`src/rtl/mips_alu_if.sv`:
```
// Operand/result bundle for the registered MIPS ALU.
// The master drives operands and the op select; the slave (the ALU) returns registered results.
interface mips_alu_if #(parameter int N = 8);
  logic         in_valid;
  logic [2:0]   F;
  logic [N-1:0] a;
  logic [N-1:0] b;
  logic [N-1:0] y;
  logic         cout;
  logic         zero;
  logic         out_valid;

  modport master (
    output in_valid, F, a, b,
    input  y, cout, zero, out_valid
  );

  modport slave (
    input  in_valid, F, a, b,
    output y, cout, zero, out_valid
  );
endinterface

```
`src/rtl/mips_alu.sv`:
```
// Registered N-bit MIPS ALU: B-invert mux, ripple adder with carry-in, 4:1 result mux,
// followed by one output register stage that holds its value while in_valid is low.
module mips_alu #(
  parameter int N = 8
) (
  input  logic            clk,
  input  logic            reset,
  mips_alu_if.slave       bus
);

  logic [N-1:0] bb_s;
  logic [N:0]   sum_s;
  logic [N-1:0] res_s;

  logic [N-1:0] y_d;
  logic [N-1:0] y_q;
  logic         cout_d;
  logic         cout_q;
  logic         zero_d;
  logic         zero_q;
  logic         out_valid_d;
  logic         out_valid_q;

  // Combinational core: F[2] inverts B and doubles as the adder carry-in, F[1:0] picks the result.
  always_comb begin
    bb_s  = bus.F[2] ? ~bus.b : bus.b;
    sum_s = {1'b0, bus.a} + {1'b0, bb_s} + {{N{1'b0}}, bus.F[2]};
    case (bus.F[1:0])
      2'b00:   res_s = bus.a & bb_s;
      2'b01:   res_s = bus.a | bb_s;
      2'b10:   res_s = sum_s[N-1:0];
      2'b11:   res_s = {{(N-1){1'b0}}, sum_s[N-1]};
      default: res_s = {N{1'b0}};
    endcase
  end

  // Next-state: capture the core on a valid cycle, otherwise hold; zero follows the selected result.
  always_comb begin
    out_valid_d = bus.in_valid;
    if (bus.in_valid) begin
      y_d    = res_s;
      cout_d = sum_s[N];
      zero_d = (res_s == {N{1'b0}});
    end else begin
      y_d    = y_q;
      cout_d = cout_q;
      zero_d = zero_q;
    end
  end

  // Output register stage with synchronous reset taking priority over in_valid.
  always_ff @(posedge clk) begin
    if (reset) begin
      y_q         <= {N{1'b0}};
      cout_q      <= 1'b0;
      zero_q      <= 1'b1;
      out_valid_q <= 1'b0;
    end else begin
      y_q         <= y_d;
      cout_q      <= cout_d;
      zero_q      <= zero_d;
      out_valid_q <= out_valid_d;
    end
  end

  assign bus.y         = y_q;
  assign bus.cout      = cout_q;
  assign bus.zero      = zero_q;
  assign bus.out_valid = out_valid_q;

endmodule

```
`src/flat_wrapper.sv`:
```
// flat-port wrapper written by rule: the top's interface ports become plain ports
module mips_alu_flat 
#(
  parameter int N = 8
)
  (clk, reset, bus_in_valid, bus_F, bus_a, bus_b, bus_y, bus_cout, bus_zero, bus_out_valid);
  mips_alu_if #(.N(N)) bus_i ();
  input  logic clk;
  input  logic reset;
  input wire logic [$bits(bus_i.in_valid)-1:0] bus_in_valid;
  input wire logic [$bits(bus_i.F)-1:0] bus_F;
  input wire logic [$bits(bus_i.a)-1:0] bus_a;
  input wire logic [$bits(bus_i.b)-1:0] bus_b;
  output wire logic [$bits(bus_i.y)-1:0] bus_y;
  output wire logic [$bits(bus_i.cout)-1:0] bus_cout;
  output wire logic [$bits(bus_i.zero)-1:0] bus_zero;
  output wire logic [$bits(bus_i.out_valid)-1:0] bus_out_valid;
  assign bus_i.in_valid = bus_in_valid;
  assign bus_i.F = bus_F;
  assign bus_i.a = bus_a;
  assign bus_i.b = bus_b;
  assign bus_y = bus_i.y;
  assign bus_cout = bus_i.cout;
  assign bus_zero = bus_i.zero;
  assign bus_out_valid = bus_i.out_valid;
  mips_alu #(.N(N)) u_core (.clk(clk), .reset(reset), .bus(bus_i));
endmodule
```
`config.mk`:
```
export PLATFORM = sky130hd
export DESIGN_NAME = mips_alu_flat
export DESIGN_NICKNAME = d
export VERILOG_FILES = /design/src/rtl/mips_alu_if.sv /design/src/rtl/mips_alu.sv /design/src/flat_wrapper.sv
export SDC_FILE = /design/constraint.sdc
export NUM_CORES = 1
export LEC_CHECK = 0
export BUFFER_PORTS_ARGS = -buffer_cell sky130_fd_sc_hd__clkbuf_2
export CELL_PAD_IN_SITES_DETAIL_PLACEMENT = 1
export CELL_PAD_IN_SITES_GLOBAL_PLACEMENT = 2
export CORE_UTILIZATION = 30
export CTS_BUF_LIST = sky130_fd_sc_hd__clkbuf_4
export DETAILED_ROUTE_END_ITERATION = 16
export GPL_TIMING_DRIVEN = 0
export PLACE_DENSITY_LB_ADDON = 0.1
export SLEW_MARGIN = 20
export SYNTH_ARGS = -nofsm -noshare
export SYNTH_HDL_FRONTEND = slang
export SYNTH_SLANG_ARGS = --single-unit
```
`constraint.sdc`:
```
create_clock -name clk -period 3 [get_ports clk]
set_clock_uncertainty 0.1 [all_clocks]
set_input_delay 0.15 -clock clk [delete_from_list [all_inputs] [get_ports clk]]
set_output_delay 0.15 -clock clk [all_outputs]
set_load 0.01 [all_outputs]
```
Word level (Yosys, flattened, before mapping)
Cells that the tools add are included.

storage, ports and cells
  word-level logic and storage cells = 16
  flip-flop bits (word level) = 11
  output and inout port bits = 11
  bits of input ports = 22

operators by class
  multiplexer cells = 2
  bitwise logic cells = 3
  reductions and logical operators = 2
  equality and inequality tests = 3
  add/sub/neg operators = 2

operators by type and width
  kind                count
  $pmux 8 s4          1
  $add 8x8->9         1
  $add 9x1->9         1
  $and 8x8->8         1
  $logic_not 8->1     1
  $mux 8              1
  $not 8->8           1
  $or 8x8->8          1
  $eq 2x2->1 const B  2
  $eq 2x1->1 const B  1
  $logic_not 2->1     1

Depth between registers and ports, before layout
  word-level depth = 6
  depth in mapped cells = 10
  depth with buffers taken out = 8

Worst setup path before layout
OpenSTA, ideal clock, no wires.

  path type = input to register
  start point = in bus_F[2]
  end point = reg u_core.zero_q (netlist: u_core.bus.zero)
  cell stages on the path = 9
  library setup time = 0.096 ns
  slack = 0.724 ns
  path buffers = 2
  data arrival time = 2.081 ns
  cell sequence = buf_6 xor2_1 inv_1 ha_1 clkbuf_1 mux2_2 a2111oi_1 o2111ai_1 o41ai_2

between the ends
  longest elaborated chain between the ends = 5
  elaborated cells on any way between the ends = 7
  classes of those cells = 2 x add/sub; 2 x mux; 2 x bitwise; 1 x reduce/logical

ends and longest elaborated chain
  item                  line                source
  start, declared       flat_wrapper.sv:11  input wire logic [$bits(bus_i.F)-1:0] bus_F;
  $mux 8                mips_alu.sv:26      bb_s = bus.F[2] ? ~bus.b : bus.b;
  $add 8x8->9           mips_alu.sv:27      sum_s = {1'b0, bus.a} + {1'b0, bb_s} + {{N{1'b0}}, bus.F[2]};
  $add 9x1->9           mips_alu.sv:27
  $pmux 8 s4 *          mips_alu.sv:28      case (bus.F[1:0])
  $logic_not 8->1 *     mips_alu.sv:43      zero_d = (res_s == {N{1'b0}});
  end signal, assigned  mips_alu.sv:61      zero_q <= zero_d;
  end, declared         mips_alu.sv:20      logic zero_q;

Mark *: on every way between the ends. The rest lies on a longest branch, timed or not.
A chain may end at the register's enable or synchronous reset.

Worst setup path in the final report
Same ends and word-level chain as after synthesis.

==> impl_metrics.yaml <==
synth:
  ys_types: 48
  synth_compound_area_share_pct: 27.86
  ys.flop_type: "dfxtp_1"
  synthAdderAreaFrac_pct: 17.20
  synth-seq-area-share_pct: 17.20
  synthArstFlopShare_pct: 0
  syn_inst: 161
  syn_area_um2: 1280
  avgSynthCellArea_um2: 7.950
  syn-num-nets: 200
  synth_seq_cells: 11
  yosys_warnings: 0
  synth_edf_count: 0
  synth-simple-area-share_pct: 15.93
  synthMuxAreaShare_pct: 3.617
  synth_top_family_by_area: "compound AO/OA/AOI/OAI gates"
  synth_xor_area_share_pct: 8.211
setup_path:
  slowest_delay_ns: 0.45
  cp_max_fo: 10
  crit_path_end_kind: "flop"
  rr_endpoint: "u_core.bus.y[5]$_SDFFE_PP0P_"
  reg2reg_from: "u_core.bus.y[5]$_SDFFE_PP0P_"
  worstSetupPathType: "in -> reg"
  cp.arrival_ns: 2.38
  ff2ff_setup_slack_ns: 2.09
  critical_path.top_delay_family: "compound AO/OA/AOI/OAI gates"
  path_buf_inv: 3
  critPathRequiredTime_ns: 3.07
  crit_slowest_cell: "a2111oi_1"
  worstPathCellList: "buf_6 -> xor2_1 -> inv_1 -> ha_1 -> clkbuf_1 -> mux2_2 -> a2111oi_1 -> o2111ai_1 -> o41ai_2"
  start_kind: "input port"
  reg2regPathDepth: 2
clocking:
  clockBufferDepth: 2
  cts_buffers: 3
  postCtsSetupBuffers: 0
  clk_latency_ns: 0.26
  clk_pin_slew_ns: 0.07
  clkSinkCount: 11
  htree_levels: 1
  cts-root-buf: "clkbuf_4"
  postCtsHoldBufs: 0
  cts_tree: "done"
  cts_resized: 0
floorplanning:
  fp.coreArea_um2: 4058
  ios: 33
  die_w_um: 67.32
  std_cell_rows: 23
  die_h_um: 67.32
  die-area_um2: 4532
  initial_core_util_pct: 31.54
route:
  drt-initial-drc-count: 48
  num_vias: 1255
  drt_first_pass_iters: 5
  wl_mm: 3.465
  post-route-drc-count: 0
  routed_via_density: 5.122
  ant_nets: 0
  wl_per_cell_um: 14.14
min_path:
  holdPathEnd: "u_core.bus.out_valid$_SDFF_PP0_"
  hold_path.class: "in -> reg"
  min-delay-start: "reset"
  whs_path_depth: 2
finish:
  mostFrequentLayoutCell: "clkbuf_2"
  area_delta_synth_final_pct: 18.96
  nNetsFinal: 235
  drive_gt1_share_pct: 24.62
  antenna_cells: 0
  mostFrequentLayoutCells: "clkbuf_2, inv_1, ha_1, nor2_1, dfxtp_1"
  finish.instance_area_um2: 1523
  nFillCells: 516
global_routing:
  antenna_found_initial: 0
  globalRouteOverflowTotal: 0
  grt_pass1_vias: 1221
  grt_usage_pct: 16.64
  grt_pass1_wl_mm: 5.733
  grt_max_degree: 11
timing:
  totalNegativeSetupSlack_ns: 0
  worst_slew_pin_slew_ns: 0.5571
  slew_headroom_pct: 62.54
  fmax_mhz: 432.3
  drv_slew: 0
  fin_crit_sh_pct: 77.11
  layout_min_cycle_time_ns: 2.313
  rsz0062_at_grt: "false"
  finalSetupViolCount: 0
  hold_viol_final: 0
status:
  run_status: "completed"
power_and_ir_drop:
  ir_drop_uv: 76.67
  p_leak_nw: 0.7550
  finalPower_mw: 0.5331
  power.density_nw_per_um2: 350.1
placed_design:
  dp_hpwl_mm: 2.901
  io_buffer_count: 30
  globalplace.congestion: 0.8332
  dpl_cell_area_um2: 1493
job:
  cap_violations: 0
-- power by group --
part           switching [mW]  internal [mW]  leakage, nW
logic                   0.151          0.112        0.645
clock network          0.0466         0.0604       0.0184
registers             0.00553          0.158       0.0914
total                   0.203          0.330        0.755
-- registers in the layout (all words and copies together) (netlist names) --
name,flops
u_core.bus.cout,1
u_core.bus.y,8
u_core.bus.out_valid,1
u_core.bus.zero,1
-- per-stage QoR --
stage / utilization (%) / hold WS (ns) / setup slack [ns] / std cells
floorplan: - / 0.2597 / 0.7238 / 161
global placement: 36.79 / 0.3646 / 0.4915 / 241
detailed placement: 36.79 / 0.3654 / 0.3981 / 241
CTS: 37.53 / 0.1529 / 0.6747 / 245
global route: 37.53 / 0.1758 / 0.5302 / 245
finish: 37.53 / 0.1515 / 0.6868 / 245
-- routing by layer --
| layer | up-vias | part of all wire (%) | global-route usage [%] |
|---|---|---|---|
| met5 | - | 0 | 0 |
| met4 | 0 | 1.3 | 6.915 |
| met3 | 4 | 2.9 | 1.014 |
| met2 | 32 | 48 | 27.50 |
| met1 | 582 | 48 | 22.20 |
| li1 | 637 | - | - |
-- synthesized netlist by cell type, drive strengths merged, types with 2 or more instances --
master   count  share of area, %
inv         22               6.5
or2          3               1.5
o21ai        8               3.1
o211a        3               2.3
clkbuf       4               1.2
mux2i        2               1.9
o211ai       2               1.2
o32ai        2               1.4
o2111ai      2               1.4
nor3         5               2.0
nand2b       4               2.0
xnor2        4               2.7
mux2         2               1.8
a2111oi      2               2.0
a311oi       2               1.4
buf          4               2.1
nand2        7               2.1
dfxtp       11                17
and2         2              0.98
o21a         3               1.8
xor2         8               5.5
ha          16                16
o31ai        3               1.8
nor2        13               3.8
a21oi        7               2.7
-- kinds of logic (layout without fill, tap and decap cells) --
kind of cell,count (synthesis),after routing
adder cells (fa/ha/maj),17,17
multiplexers,4,4
XOR/XNOR,12,12
flip-flops,11,11
buffers and inverters,31,65
AO/OA/AOI/OAI,46,46
AND/OR/NAND/NOR,40,40
-- cell type report --
type,count,area (µm²),area share [%]
Timing Repair Buffer,30,150.1,9.860
Sequential cell,11,220.2,14.46
Inverter,23,86.33,5.670
Clock buffer,4,30.03,1.972
Buffer,8,41.29,2.712
Multi-Input combinational cell,119,932.1,61.22
Tap cell,50,62.56,4.108
-- how the worst max path moves through the flow --
| stage | from | endpoint | slack (ns) | depth (start not counted) |
|---|---|---|---|---|
| floorplan | bus_F[2] | u_core.bus.zero$_SDFFE_PP1P_ | 0.72 | 9 |
| global placement | bus_F[2] | u_core.bus.zero$_SDFFE_PP1P_ | 0.49 | 9 |
| detailed placement | bus_F[2] | u_core.bus.zero$_SDFFE_PP1P_ | 0.40 | 9 |
| CTS | bus_F[2] | u_core.bus.zero$_SDFFE_PP1P_ | 0.67 | 9 |
| global route | bus_F[2] | u_core.bus.zero$_SDFFE_PP1P_ | 0.53 | 9 |
| finish | bus_F[2] | u_core.bus.zero$_SDFFE_PP1P_ | 0.69 | 9 |
(Power assumes the default switching activity.)
